`config.mk`:
```
export PLATFORM = sky130hd
export DESIGN_NAME = ram_loader
export DESIGN_NICKNAME = d
export VERILOG_FILES = /design/src/rtl/ram_loader.sv
export SDC_FILE = /design/constraint.sdc
export NUM_CORES = 1
export LEC_CHECK = 0
export CORE_ASPECT_RATIO = 1.2
export CORE_MARGIN = 2
export CORE_UTILIZATION = 54
export CTS_BUF_LIST = sky130_fd_sc_hd__clkbuf_4 sky130_fd_sc_hd__clkbuf_8 sky130_fd_sc_hd__clkbuf_16
export DETAILED_ROUTE_END_ITERATION = 10
export PLACE_DENSITY_LB_ADDON = 0.12
export RECOVER_POWER = 50
export SLEW_MARGIN = 10
export SYNTH_ARGS = -nofsm -noshare
export SYNTH_HDL_FRONTEND = slang
export SYNTH_SLANG_ARGS = --single-unit
```
`constraint.sdc`:
```
create_clock -name clk -period 3.4 [get_ports clk]
set_input_delay 1.02 -clock clk [delete_from_list [all_inputs] [get_ports clk]]
set_output_delay 1.02 -clock clk [all_outputs]
set_load 0.02 [all_outputs]
```
`src/rtl/ram_loader.sv`:
```
// ram_loader: byte-stream programmer for a 256x12 RAM.
// A session is: start, then address byte, count byte (0 means 256), then
// HI/LO byte pairs per 12-bit word. Each word is written in its own WRITE cycle.
// Ports:
//   clk, clr        clock and synchronous active-high reset
//   start           begin a session (sampled only while idle)
//   in_data/valid   byte stream in; in_ready says a byte is taken this cycle
//   a, d, we        RAM address, write data, write enable
//   prog            RAM programming mode (tristates RAM output)
//   busy, done      session in progress / one-cycle end-of-session pulse
//   err             sticky flag: a HI byte had non-zero upper nibble
module ram_loader (
   input  logic        clk,
   input  logic        clr,
   input  logic        start,
   input  logic [7:0]  in_data,
   input  logic        in_valid,
   output logic        in_ready,
   output logic [7:0]  a,
   output logic [11:0] d,
   output logic        we,
   output logic        prog,
   output logic        busy,
   output logic        done,
   output logic        err
);

   localparam int unsigned AW = 8;
   localparam int unsigned DW = 12;
   localparam int unsigned CW = 9;

   typedef enum logic [2:0] {
      S_IDLE,
      S_ADDR,
      S_CNT,
      S_HI,
      S_LO,
      S_WRITE,
      S_DONE
   } state_e;

   state_e        state_q, state_d;
   logic [AW-1:0] addr_q, addr_d;
   logic [DW-1:0] data_q, data_d;
   logic [CW-1:0] cnt_q, cnt_d;
   logic          err_q, err_d;
   logic          in_ready_q, in_ready_d;
   logic          prog_q, prog_d;
   logic          busy_q, busy_d;
   logic          we_q, we_d;
   logic          done_q, done_d;

   // Next-state, datapath updates, and next values of the registered outputs.
   always_comb begin
      state_d = state_q;
      addr_d  = addr_q;
      data_d  = data_q;
      cnt_d   = cnt_q;
      err_d   = err_q;

      case (state_q)
         S_IDLE: begin
            if (start) begin
               state_d = S_ADDR;
               err_d   = 1'b0;
            end
         end
         S_ADDR: begin
            if (in_valid) begin
               addr_d  = in_data;
               state_d = S_CNT;
            end
         end
         S_CNT: begin
            if (in_valid) begin
               // A count byte of zero stands for a full 256-word load.
               cnt_d   = (in_data == 8'd0) ? CW'(256) : CW'(in_data);
               state_d = S_HI;
            end
         end
         S_HI: begin
            if (in_valid) begin
               data_d = {in_data[3:0], data_q[7:0]};
               if (in_data[7:4] != 4'd0) begin
                  err_d = 1'b1;
               end
               state_d = S_LO;
            end
         end
         S_LO: begin
            if (in_valid) begin
               data_d  = {data_q[11:8], in_data};
               state_d = S_WRITE;
            end
         end
         S_WRITE: begin
            addr_d  = addr_q + AW'(1);
            cnt_d   = cnt_q - CW'(1);
            state_d = (cnt_q == CW'(1)) ? S_DONE : S_HI;
         end
         S_DONE: begin
            state_d = S_IDLE;
         end
         default: begin
            state_d = S_IDLE;
         end
      endcase

      // Outputs are decoded from the next state so they are flops aligned to state_q.
      in_ready_d = (state_d == S_ADDR) || (state_d == S_CNT) ||
                   (state_d == S_HI)   || (state_d == S_LO);
      prog_d     = (state_d != S_IDLE);
      busy_d     = (state_d != S_IDLE);
      we_d       = (state_d == S_WRITE);
      done_d     = (state_d == S_DONE);
   end

   // State and output registers; clr wins over everything.
   always_ff @(posedge clk) begin
      if (clr) begin
         state_q    <= S_IDLE;
         addr_q     <= '0;
         data_q     <= '0;
         cnt_q      <= '0;
         err_q      <= 1'b0;
         in_ready_q <= 1'b0;
         prog_q     <= 1'b0;
         busy_q     <= 1'b0;
         we_q       <= 1'b0;
         done_q     <= 1'b0;
      end else begin
         state_q    <= state_d;
         addr_q     <= addr_d;
         data_q     <= data_d;
         cnt_q      <= cnt_d;
         err_q      <= err_d;
         in_ready_q <= in_ready_d;
         prog_q     <= prog_d;
         busy_q     <= busy_d;
         we_q       <= we_d;
         done_q     <= done_d;
      end
   end

   assign in_ready = in_ready_q;
   assign a        = addr_q;
   assign d        = data_q;
   // A pending write is dropped if clr arrives during its WRITE cycle.
   assign we       = we_q & ~clr;
   assign prog     = prog_q;
   assign busy     = busy_q;
   assign done     = done_q;
   assign err      = err_q;

endmodule

```
==> summary.md <==
| Metric | Value |
|---|---|
| Final global-route overflow total | `0` |
| Clock tree from TritonCTS | `yes` |
| Yosys Warn Count | `0` |
| Post-DR wirelength/cell | `14.7 µm` |
| Distinct cell type count of the synthesized netlist | `43` |
| Reg-to-Reg Start | `state_q[2]` |
| Per-cell via count in the routed design | `5.89` |
| Cell area after technology mapping | `1810 µm²` |
| Maximum level of the CTS H-tree | `2` |
| Flops & latches, synth | `37` |
| First-pass GRT wire length | `6.87 mm` |
| Chip Height | `67.4 µm` |
| Starting utilization of the core area | `55.1%` |
| PD cells | `392 nW/µm²` |
| Sequential share of the synthesized area | `40.9%` |
| FFs w/ async S/R, synth | `0%` |
| Buffer cell driving the clock tree root | `clkbuf_8` |
| Maximum number of pins on one net before global-route repair | `38` |
| Clk sinks | `37` |
| Count of buffers inserted at the top-level ports | `37` |
| Antenna viol nets, final | `0` |
| Core box area | `3280 µm²` |
| Number of I/O pins | `38` |
| Worst min-delay path category | `reg -> reg` |
| Most frequently used flop master after synthesis | `dfxtp_1` |
| Total count of hold-check failures in the final report | `0` |
| Hold_sp | `d[0]` |
| Transition time of the tightest slew-check pin | `1.62 ns` |
| Failing checks | `capacitance limit, slew limit` |
| Max-slew headroom | `-7.83%` |
| Total negative slack for setup checks | `0 ns` |
| GRT Overall Usage | `23.1%` |
| Number of global-route vias before repair | `1486` |
| Setup repair bufs after CTS | `0` |
| Clock latency reported for the late side of the worst-skew pair | `0.28 ns` |
| Clock transition at the registers of the reported paths | `0.07 ns` |
| Maximum clock skew at final layout | `0.00499 ns` |
| Post-synthesis cell count | `222` |
| Final Cycle Share | `93.4%` |
| Detailed Place HPWL | `2.90 mm` |
| Final wirelength | `4.25 mm` |
| Max stage delay cell, worst path | `clkdlybuf4s50_1` |
| Minimum period implied by the final worst setup slack | `3.18 ns` |
| Highest-count cells in the layout ignoring fill and taps | `dfxtp_1 (37), nand2_1 (30), a21oi_1 (23), nor2_1 (21), dlygate4sd3_1 (19)` |
| Hold bufs inserted after CTS | `0` |
| CP max stage delay | `0.61 ns` |
| Most common library cell in the layout ignoring fill and taps | `dfxtp_1` |
| Element type at the critical path start | `input pin` |
| Number of max-cap violations | `1` |
| Number of remaining DRC errors | `0` |
| Area Growth Syn to Fin | `23.5%` |
| Overall via count from detail_route | `1703` |
| Max IR drop VDD | `0.293 mV` |
| Worst Path Max Fanout | `2` |
| CTS max path bufs | `2` |
| Final number of max-transition violations | `38` |
| Arrival @ worst endpoint | `2.16 ns` |
| Final Util | `68.1%` |
| Category of the most critical setup path | `in -> out` |
| Critical path data required time | `2.38 ns` |
| Status | `finished with violations` |
| Origin of the worst setup path | `clr` |
| Drt first pass iters | `4` |
| Overall die area | `3830 µm²` |
| Syn_area_per_cell | `8.15 µm²` |
| Number of fill cells | `293` |
| Leakage power total | `0.806 nW` |
| Proportion of layout cells with a drive suffix above 1 | `5.56%` |
| Row count | `23` |
| Count of routing violations after the opening detailed-route iteration | `86` |
| Nets | `267` |
| Kind of capture point of the worst setup path | `output port` |
| Horiz. Die Dim | `56.8 µm` |
| Final GP Congestion | `0.814` |
| Net Count, Synth | `237` |
| EDFF count, synth | `0` |
| Count of antenna diodes in the layout | `0` |
| CP Cell Sequence | `clkdlybuf4s50_1 -> nor2b_1 -> clkdlybuf4s50_1` |
| Total setup violations reported at the end of the flow | `0` |
| Number of antenna violations at the first check in global routing | `0` |
| Timing-limited maximum frequency | `315 MHz` |
| Critical path's most frequent cell | `clkdlybuf4s50_1` |
| Total clock buffers created by CTS | `5` |
| Post-cts sizing count | `0` |
| Unrepaired setup endpoints after global routing | `no` |
[critical path, delay by kind of cell]
| kind | cells | cell delay [ns] |
|---|---|---|
| buffers and inverters | 2 | 1.03 |
| and+or+nand+nor | 1 | 0.11 |
[area by class of cell]
cell class	count	area [µm²]	area share (%)
repair buffers	39	382	17.1
flip-flops and latches	37	741	33.1
well taps	37	46.3	2.07
clock buffers	7	90.1	4.03
multi-input cells	164	957	42.8
inverters	5	18.8	0.840
[logic make-up after synthesis]
group | count (synthesis) | synth area share, %
compound gates | 58 | 19.8
xor+xnor | 1 | 0.484
fa+ha+maj | 3 | 2.07
buf+inv | 21 | 6.16
flops | 37 | 40.9
mux | 7 | 4.29
simple gates | 95 | 26.2
[metal layers]
layer / global-route usage (%) / wire length (µm)
met1: 29.9 / 1920
met2: 38.4 / 2020
met3: 3.64 / 210
met4: 10.2 / 91
met5: 0 / 0
[power breakdown]
group | internal (W) | switching, W
logic | 0.0000451 | 0.0000567
registers | 0.000445 | 0.0000133
clock network | 0.000169 | 0.000147
total | 0.000659 | 0.000217
[final timing paths]
path | slack (ns) | end | cells after the start
max | 0.22 | we | 3
min | 0.45 | d[0] | 2
max reg2reg | 1.28 | cnt_q[8] | 4
min reg2reg | 0.45 | d[0] | 2
[cells in the mapped netlist, drive strengths merged (3+ instances only)]
cell / n / area share (%)
a31oi: 6 / 2.1
nor2: 21 / 4.4
mux2: 3 / 2.1
clkbuf: 5 / 1.0
ha: 3 / 2.1
nand2: 30 / 6.2
buf: 11 / 4.1
o21ai: 10 / 2.8
a211oi: 6 / 2.5
mux2i: 4 / 2.2
a311oi: 3 / 1.5
inv: 5 / 1.0
or3: 3 / 1.0
a21oi: 23 / 6.4
nand3: 9 / 2.8
and3: 5 / 1.7
nand2b: 4 / 1.4
nor2b: 4 / 1.4
nor3: 5 / 1.4
dfxtp: 37 / 41
[flip-flops by register name, summed over array words and instances (netlist names)]
| signal | cells |
|---|---|
| d | 12 |
| cnt_q | 9 |
| a | 8 |
| state_q | 3 |
| busy | 1 |
| done | 1 |
| err | 1 |
| in_ready | 1 |
| we_q | 1 |
[stage by stage]
stage | instances | instance area (µm²) | worst slack [ns] | total power [W] | hold WS [ns]
after floorplan | 222 | 1810 | 0.866 | 0.000527 | 0.467
after global placement | 282 | 2150 | 0.205 | 0.000570 | 0.445
after detailed placement | 282 | 2150 | 0.199 | 0.000571 | 0.448
after CTS | 289 | 2240 | 0.204 | 0.000881 | 0.457
after global routing | 289 | 2230 | 0.148 | 0.000906 | 0.485
final | 289 | 2230 | 0.224 | 0.000876 | 0.454
Power figures use the tool's default switching activity.
